[config.mk]
export PLATFORM = sky130hd
export DESIGN_NAME = mem_port_arbiter
export DESIGN_NICKNAME = d
export VERILOG_FILES = /design/src/rtl/mem_port_arbiter.sv
export SDC_FILE = /design/constraint.sdc
export NUM_CORES = 1
export LEC_CHECK = 0
export ABC_AREA = 1
export CORE_AREA = 5 5 111 113
export DETAILED_ROUTE_END_ITERATION = 8
export DIE_AREA = 0 0 116 118
export GPL_TIMING_DRIVEN = 0
export PLACE_DENSITY = 0.92
export SLEW_MARGIN = 20
export SYNTH_ARGS = -nofsm -noshare
export SYNTH_HDL_FRONTEND = slang
export SYNTH_SLANG_ARGS = --single-unit
[constraint.sdc]
create_clock -name clk -period 3.1 [get_ports clk]
set_input_delay 0.31 -clock clk [delete_from_list [all_inputs] [get_ports clk]]
set_output_delay 0.31 -clock clk [all_outputs]
set_load 0.01 [all_outputs]
[src/rtl/mem_port_arbiter.sv]
// Arbitrates one single-ported, synchronous-read BRAM between instruction fetch and the
// load/store unit, and handles store lane steering and load alignment/extension.
module mem_port_arbiter #(
    parameter int AWIDTH       = 14,
    parameter int STARVE_LIMIT = 4
) (
    input  logic              clk,
    input  logic              rst,
    input  logic              if_req,
    input  logic [31:0]       if_addr,
    output logic              if_gnt,
    output logic              if_valid,
    output logic [31:0]       if_data,
    input  logic              dm_req,
    input  logic              dm_we,
    input  logic [2:0]        dm_func3,
    input  logic [31:0]       dm_addr,
    input  logic [31:0]       dm_wdata,
    output logic              dm_gnt,
    output logic              dm_valid,
    output logic [31:0]       dm_rdata,
    output logic              dm_err,
    output logic              mem_en,
    output logic [3:0]        mem_we,
    output logic [AWIDTH-1:0] mem_addr,
    output logic [31:0]       mem_din,
    input  logic [31:0]       mem_dout
);

    localparam int SW = $clog2(STARVE_LIMIT + 1);
    localparam logic [SW-1:0] STREAK_MAX = SW'(STARVE_LIMIT);

    typedef enum logic [1:0] {
        R_NONE,
        R_IF,
        R_DM
    } resp_t;

    resp_t         state_p1;
    resp_t         state_nxt;
    logic [SW-1:0] streak;
    logic          starved;
    logic [1:0]    lane;
    logic [3:0]    st_we;
    logic [31:0]   st_din;
    logic          st_err;
    logic          ld_err;
    logic          acc_err;
    logic [2:0]    func3_p1;
    logic [1:0]    lane_p1;
    logic          we_p1;
    logic          err_p1;
    logic [31:0]   dm_load;
    logic [31:0]   if_data_q;
    logic [31:0]   dm_rdata_q;
    logic          unused_addr_bits;

    // Select the addressed byte/half of a read word and extend it per the RV32I load code.
    function automatic logic [31:0] load_extend(input logic [2:0]  f3,
                                                input logic [1:0]  a,
                                                input logic [31:0] word);
        logic [31:0] sh;
        logic [7:0]  b;
        logic [15:0] h;
        sh = word >> {a, 3'b000};
        b  = sh[7:0];
        h  = sh[15:0];
        case (f3)
            3'b000:  load_extend = {{24{b[7]}}, b};
            3'b100:  load_extend = {24'd0, b};
            3'b001:  load_extend = {{16{h[15]}}, h};
            3'b101:  load_extend = {16'd0, h};
            3'b010:  load_extend = word;
            default: load_extend = 32'd0;
        endcase
    endfunction

    assign lane    = dm_addr[1:0];
    assign starved = (streak == STREAK_MAX);

    // Grants are masked while reset is held so nothing new is registered during reset.
    assign if_gnt = !rst && if_req && (!dm_req || starved);
    assign dm_gnt = !rst && dm_req && !(if_req && starved);

    always_comb begin
        st_we  = 4'b0000;
        st_din = dm_wdata;
        st_err = 1'b0;
        case (dm_func3)
            3'b000: begin
                st_we  = 4'b0001 << lane;
                st_din = {4{dm_wdata[7:0]}};
            end
            3'b001: begin
                st_we  = 4'b0011 << lane;
                st_din = {2{dm_wdata[15:0]}};
                st_err = lane[0];
            end
            3'b010: begin
                st_we  = 4'b1111;
                st_err = (lane != 2'b00);
            end
            default: st_err = 1'b1;
        endcase
        if (st_err) begin
            st_we = 4'b0000;
        end
    end

    always_comb begin
        case (dm_func3)
            3'b000, 3'b100: ld_err = 1'b0;
            3'b001, 3'b101: ld_err = lane[0];
            3'b010:         ld_err = (lane != 2'b00);
            default:        ld_err = 1'b1;
        endcase
    end

    assign acc_err = dm_we ? st_err : ld_err;

    assign mem_en   = if_gnt | dm_gnt;
    assign mem_addr = dm_gnt ? dm_addr[AWIDTH+1:2] : if_addr[AWIDTH+1:2];
    assign mem_we   = (dm_gnt && dm_we) ? st_we : 4'b0000;
    assign mem_din  = (dm_gnt && dm_we) ? st_din : 32'd0;

    assign unused_addr_bits = ^{if_addr[31:AWIDTH+2], if_addr[1:0], dm_addr[31:AWIDTH+2]};

    always_ff @(posedge clk or posedge rst) begin
        if (rst) begin
            streak <= '0;
        end else if (!if_req || if_gnt) begin
            streak <= '0;
        end else if (dm_gnt && !starved) begin
            streak <= streak + 1'b1;
        end
    end

    // ---- p1: grant registered, BRAM read in flight ----
    always_ff @(posedge clk or posedge rst) begin
        if (rst) begin
            state_p1 <= R_NONE;
        end else begin
            state_p1 <= state_nxt;
        end
    end

    always_ff @(posedge clk) begin
        if (dm_gnt) begin
            func3_p1 <= dm_func3;
            lane_p1  <= lane;
            we_p1    <= dm_we;
            err_p1   <= acc_err;
        end
    end

    assign dm_load = (we_p1 || err_p1) ? 32'd0 : load_extend(func3_p1, lane_p1, mem_dout);

    always_ff @(posedge clk or posedge rst) begin
        if (rst) begin
            if_data_q  <= 32'd0;
            dm_rdata_q <= 32'd0;
        end else begin
            if (state_p1 == R_IF) begin
                if_data_q <= mem_dout;
            end
            if (state_p1 == R_DM) begin
                dm_rdata_q <= dm_load;
            end
        end
    end

    always_comb begin
        state_nxt = R_NONE;
        if_valid  = 1'b0;
        if_data   = if_data_q;
        dm_valid  = 1'b0;
        dm_err    = 1'b0;
        dm_rdata  = dm_rdata_q;
        if (if_gnt) begin
            state_nxt = R_IF;
        end else if (dm_gnt) begin
            state_nxt = R_DM;
        end
        case (state_p1)
            R_IF: begin
                if_valid = 1'b1;
                if_data  = mem_dout;
            end
            R_DM: begin
                dm_valid = 1'b1;
                dm_err   = err_p1;
                dm_rdata = dm_load;
            end
            default: ;
        endcase
    end

endmodule
**Word level (Yosys, flattened, before mapping)**

Cells that the tools add are included.

- Register bits: 76
- Latch bits: 0
- Memory bits (writable): 0
- Bits in read-only memories: 0
- Input port bits: 136
- Output and inout bits: 120
- Word-level logic and storage cells: 65
- Memories kept: 0

- Add/subtract/negate cells: 1
- $mul: 0
- Div/mod/pow operators: 0
- $lt $le $gt $ge: 0
- Equal/unequal tests: 11
- Shifts and indexed selects: 3
- Mux-type cells: 20
- Bitwise operators: 1
- Reduce and logical (&&, ||, !) cells: 21

Operators by type and width:

| kind | number |
|---|---|
| $pmux 32 s5 | 1 |
| $mux 32 | 4 |
| $pmux 32 s2 | 1 |
| $shr 32x5->16 | 1 |
| $eq 3x3->1 const B | 5 |
| $mux 14 | 1 |
| $pmux 4 s3 | 1 |
| $mux 4 | 2 |
| $logic_and 1x1->1 | 7 |
| $eq 3x1->1 const B | 2 |
| $eq 3x2->1 const B | 2 |
| $logic_not 3->1 | 2 |
| $mux 3 | 2 |
| $pmux 1 s3 | 2 |
| $logic_not 1->1 | 5 |
| $mux 1 | 4 |
| $mux 2 | 2 |
| $reduce_bool 2->1 | 2 |
| $reduce_or 2->1 | 2 |
| $shl 1x2->4 const A | 1 |
| $shl 2x2->4 const A | 1 |
| $add 3x1->3 const B | 1 |
| $logic_or 1x1->1 | 3 |
| $eq 2x1->1 const B | 1 |
| other kinds (2) | 2 |

**Longest topological paths before layout**

Gate-level depths: netlist of the first run.

- Depth in word-level cells: 7
- Mapped depth: 11

**Worst setup path after synthesis of the first run**

OpenSTA, ideal clock, no wires.

- Kind: input to register
- From: input port rst
- To: register streak[1]
- Library setup time: 205 ps
- Arrival: 1,955 ps
- Data required time: 2,895 ps
- Slack: 940 ps
- Stages on the path: 2
- Path buffers: 0
- Path through: inv_1 > o32ai_1

- Word-level cells in the longest chain between the ends: 5

Ends and longest elaborated chain:

| what | RTL line | RTL |
|---|---|---|
| start, declared | 8 | `input logic rst,` |
| $logic_not 1->1 (no source line) (*) | - |  |
| $logic_and 1x1->1 (on tied branches) (2 in series) | 82, 83 |  |
| $logic_or 1x1->1 / $logic_and 1x1->1 (equally long branches) | 131, 133 |  |
| $mux 3 / $reduce_bool 2->1 (equally long branches) | - |  |
| end signal, assigned | 134 | `streak <= streak + 1'b1;` |
| end, declared | 41 | `logic [SW-1:0] streak;` |

Mark *: on every way between the ends. The rest lies on a longest branch, timed or not.
A chain may end at the register's enable or synchronous reset.

**Final worst setup path of the first run**

- From: register streak[0]
- To: output port mem_addr[12]

- Word-level cells in the longest chain between the ends: 5

Ends and longest elaborated chain:

| what | RTL line | RTL |
|---|---|---|
| $eq 3x3->1 | 79 | `assign starved = (streak == STREAK_MAX);` |
| $logic_and 1x1->1 | 83 | `assign dm_gnt = !rst && dm_req && !(if_req && starved);` |
| $logic_not 1->1 | 83 |  |
| $logic_and 1x1->1 | 83 |  |
| $mux 14 | 122 | `assign mem_addr = dm_gnt ? dm_addr[AWIDTH+1:2] : if_addr[AWIDTH+1:2];` |
| end, declared | 25 | `output logic [AWIDTH-1:0] mem_addr,` |

Every way passes these cells.

==> summary.md, run 1 <==
| Metric | Value |
|---|---|
| I/O Buffers | approximately 220 |
| Global-route wire length before repair | around 26000 µm |
| Die width | 116 µm |
| CP Capture Type | primary output |
| Met3 GRT Util | under 10% |
| Mapped Nets | 788 |
| Hold Crit Class | in2async |
| Hold-fix buffers, CTS | 0 |
| Crit-path cells | inv_1, ha_1, nand2_1, inv_1, nand2_1, nand2_2, inv_1, buf_4, nand2_1, nand2_1, clkdlybuf4s50_1 |
| CTS tree | built |
| Max Fclk | about 350 MHz |
| Cells after synthesis | between 600 and 700 |
| Die area | 13700 µm² |
| Switching Fraction | between 20% and 30% |
| Tcrit/Tclk final | between 90% and 100% |
| Synth async-reset ratio | 90.8% |
| Status | complete, no violations |
| Area of the core | around 11000 µm² |
| Crit Path Class | reg2out |
| Clk root buf | clkbuf_16 |
| Predominant post-synthesis flop cell | dfrtp_1 |
| GR Overflow Total | 0 |
| M1 GR Usage | 26.8% |
| Clock Sinks | 76 |
| Slowest cell on crit path | clkdlybuf4s50_1 |
| Slew headroom | about 66% |
| Inserted Diodes | 0 |
| Ys Warns | 0 |
| Combinational power share | 28.2% |
| Slowest stage delay, CP | about 0.56 ns |
| Pre-CTS WS | ~0.34 ns |
| H-tree depth | 3 |
| Die H | approximately 120 µm |
| RSZ-0062 raised after global routing | no |
| Initial antenna violation count | 0 |
| Worst-path fanout max | 17 |
| Sequential Power Share | 37.6% |
| Nets@finish | ~1000 |
| Tmin final | about 2.9 ns |
| Clock Power Share | between 30% and 40% |
| Post-route insts no fill | 1031 |
| CP Data Required Time | around 2.8 ns |
| P_sw | between 800 and 900 µW |
| Initial drt markers | 352 |
| Clock Pin Slew Worst Setup and Hold Paths | ~0.060 ns |
| Placed insts | a little over 1000 |
| WP data arrival | ~2.6 ns |
| GR peak layer | met2 |
| Vias per cell | slightly above 5 |
| Clk buf depth | 2 |
| Top cell type's share of synthesized area | between 30 and 40% |
| Leakage | 3.52 nW |
| Number of max-cap violations | 0 |
| DR WL/cell | ~17 µm |
| Cell Rows | 39 |
| GP Congestion | around 0.95 |
| Initial core utilization | between 40 and 50% |
| Post-cts sizing count | 0 |
| Fin. max-slew vios | 0 |
| Internal | ~2.2 mW |
| Worst Setup Slack, final | roughly 0.24 ns |
| Peak VDD IR | about 0.00034 V |
| Via count | 5200 |
| Clock skew | about 0.006 ns |
| Post-Synthesis Cell Area | about 4600 µm² |
| Synth unique cells | 36 |
| Final hold violations | 0 |
| Routed WL | 17000 µm |
| Register-to-Register Path Depth | 8 |
| Drt pass-1 iters | 7 |
| Routed Antenna Nets | 0 |
| Cts bufs inserted | 9 |
| Critical path's most frequent cell | nand2_1 |
| Pwr/cell area | roughly 420 nW/µm² |
| Drt drc | 0 |
| Tot GR Track Use | around a quarter |
| Final core occ | roughly two thirds |
| Number of synthesized flops with an enable pin | 7 |
| Area grow syn2layout | 59.1% |
| Syn Area/Cell | a little over 7 µm² |
| Sequential element share of the synthesized area | about 42% |
| Met2 usage | between 40% and 50% |
| Vias in the first global route | between 5000 and 6000 |
| Final setup violation count | 0 |
| Worst slew pin tran | between 0.5 and 0.6 ns |
| HPWL after detailed placement | 13600 µm |
| IO Count | ~260 |
| Share of layout cells above drive strength 1 | under 10% |
| Top post-synthesis cells by area | dfrtp_1, nand2_1, nor2_1, o21ai_0, inv_1 |
| Clk Latency, worst-skew pair | between 0.3 and 0.4 ns |
| Largest net degree at the start of global routing | between 50 and 60 |
| Post-CTS Setup Repair Bufs | 0 |
| Cell taking the most area after synthesis | dfrtp_1 |
| Setup TNS | 0 ns |
| Startpoint Class | flop |
| Register bit total from synthesis | 76 |
## flip-flops by register name (all words and copies together), names as in the netlist
register    count
dm_rdata_q     32
err_p1          1
func3_p1        3
if_data_q      32
lane_p1         2
state_p1        2
streak          3
we_p1           1
## synthesized netlist by cell type, types with 3 or more instances
library cell    n
nand2_1       240
nor2_1         81
dfrtp_1        69
inv_1          63
o21ai_0        60
o211ai_1       21
nand3_1        19
a21oi_1        18
o21ai_2        10
clkbuf_1        9
buf_2           8
edfxtp_1        7
buf_6           6
nand2_2         6
inv_2           5
buf_4           4
nand3_2         3
## per-layer routing
metal	up-vias	share of wire (%)
li1	2516	-
met1	2389	35
met2	257	52
met3	38	9.2
met4	0	3.4
met5	-	0
## worst max-delay path, delay by kind of cell (launching register included)
kind / cells / cell delay [ns]
AND/OR/NAND/NOR: 5 / 0.49
adder cells (fa/ha/maj): 1 / 0.19
flip-flops: 1 / 0.35
buffers and inverters: 5 / 1.17
## worst paths after layout
| check | start | to | slack (ns) |
|---|---|---|---|
| max | streak[0]$_DFFE_PP0P_ | mem_addr[12] | 0.24 |
| min | rst | state_p1[0]$_DFF_PP0_ | 0.38 |
| max reg2reg | streak[0]$_DFFE_PP0P_ | we_p1$_DFFE_PN_ | 1.34 |
| min reg2reg | dm_rdata_q[2]$_DFF_PP0_ | dm_rdata_q[2]$_DFF_PP0_ | 0.47 |
| max in group asynchronous | rst | if_data_q[23]$_DFF_PP0_ | 2.16 |
| min in group clk | dm_rdata_q[2]$_DFF_PP0_ | dm_rdata_q[2]$_DFF_PP0_ | 0.47 |
## cells in the final DEF (no fill, tap or decap), drive strengths merged
cell,n
a21oi,18
a22oi,1
buf,20
bufinv,1
clkbuf,21
clkdlybuf4s50,221
clkinv,4
clkinvlp,1
dfrtp,69
dlygate4sd1,1
edfxtp,7
ha,2
inv,68
nand2,247
nand3,23
nand4,1
nor2,84
nor3,3
nor4,1
o211ai,21
o21ai,70
o32ai,1
or2,2
xor2,1
## power groups by stage
stage	Combinational, mW	Sequential [mW]	Clock (mW)
detailed placement	0.855	1.16	0
CTS	0.861	1.14	1.05
finish	0.856	1.14	1.04
global route	0.929	1.15	1.08
floorplan	0.359	1.15	0
global placement	0.836	1.15	0
## final cells by class
cell class,instances,area [µm²]
Clock inverter,5,52.6
Multi-Input combinational cell,475,2180
Inverter,69,267
Tap cell,143,179
Clock buffer,11,243
Buffer,30,214
Timing Repair Buffer,222,2240
Sequential cell,76,1940
Fill cell,923,3910
## stage by stage
stage,hold slack (ns),cell area [µm²],power [mW]
finish,0.384,7310,3.04
global route,0.423,7310,3.17
CTS,0.382,7310,3.05
detailed placement,0.461,7020,2.01
global placement,0.458,6990,1.99
floorplan,0.409,4590,1.51
## kinds of logic (layout without fill, tap and decap cells)
kind of cell | count (synthesis) | in the layout | synth area share, %
compound gates | 111 | 111 | 14.2
fa+ha+maj | 2 | 2 | 0.545
buf+inv | 99 | 337 | 10.4
simple gates | 361 | 361 | 32.5
flops | 76 | 76 | 42.2
xor+xnor | 1 | 1 | 0.191
No activity file was read; power rests on OpenSTA's default activity.
==> run 2: changes to the inputs <==
- TNS_END_PERCENT: default -> 5
==> results of run 2 <==
Final layout, timing and power as in run 1 (identical DEF).
==> run 3: changes to the inputs <==
- HOLD_SLACK_MARGIN: default -> 0.1
- SKIP_CTS_REPAIR_TIMING: default -> 1
==> results of run 3 <==
Final layout, timing and power as in run 1 (identical DEF).
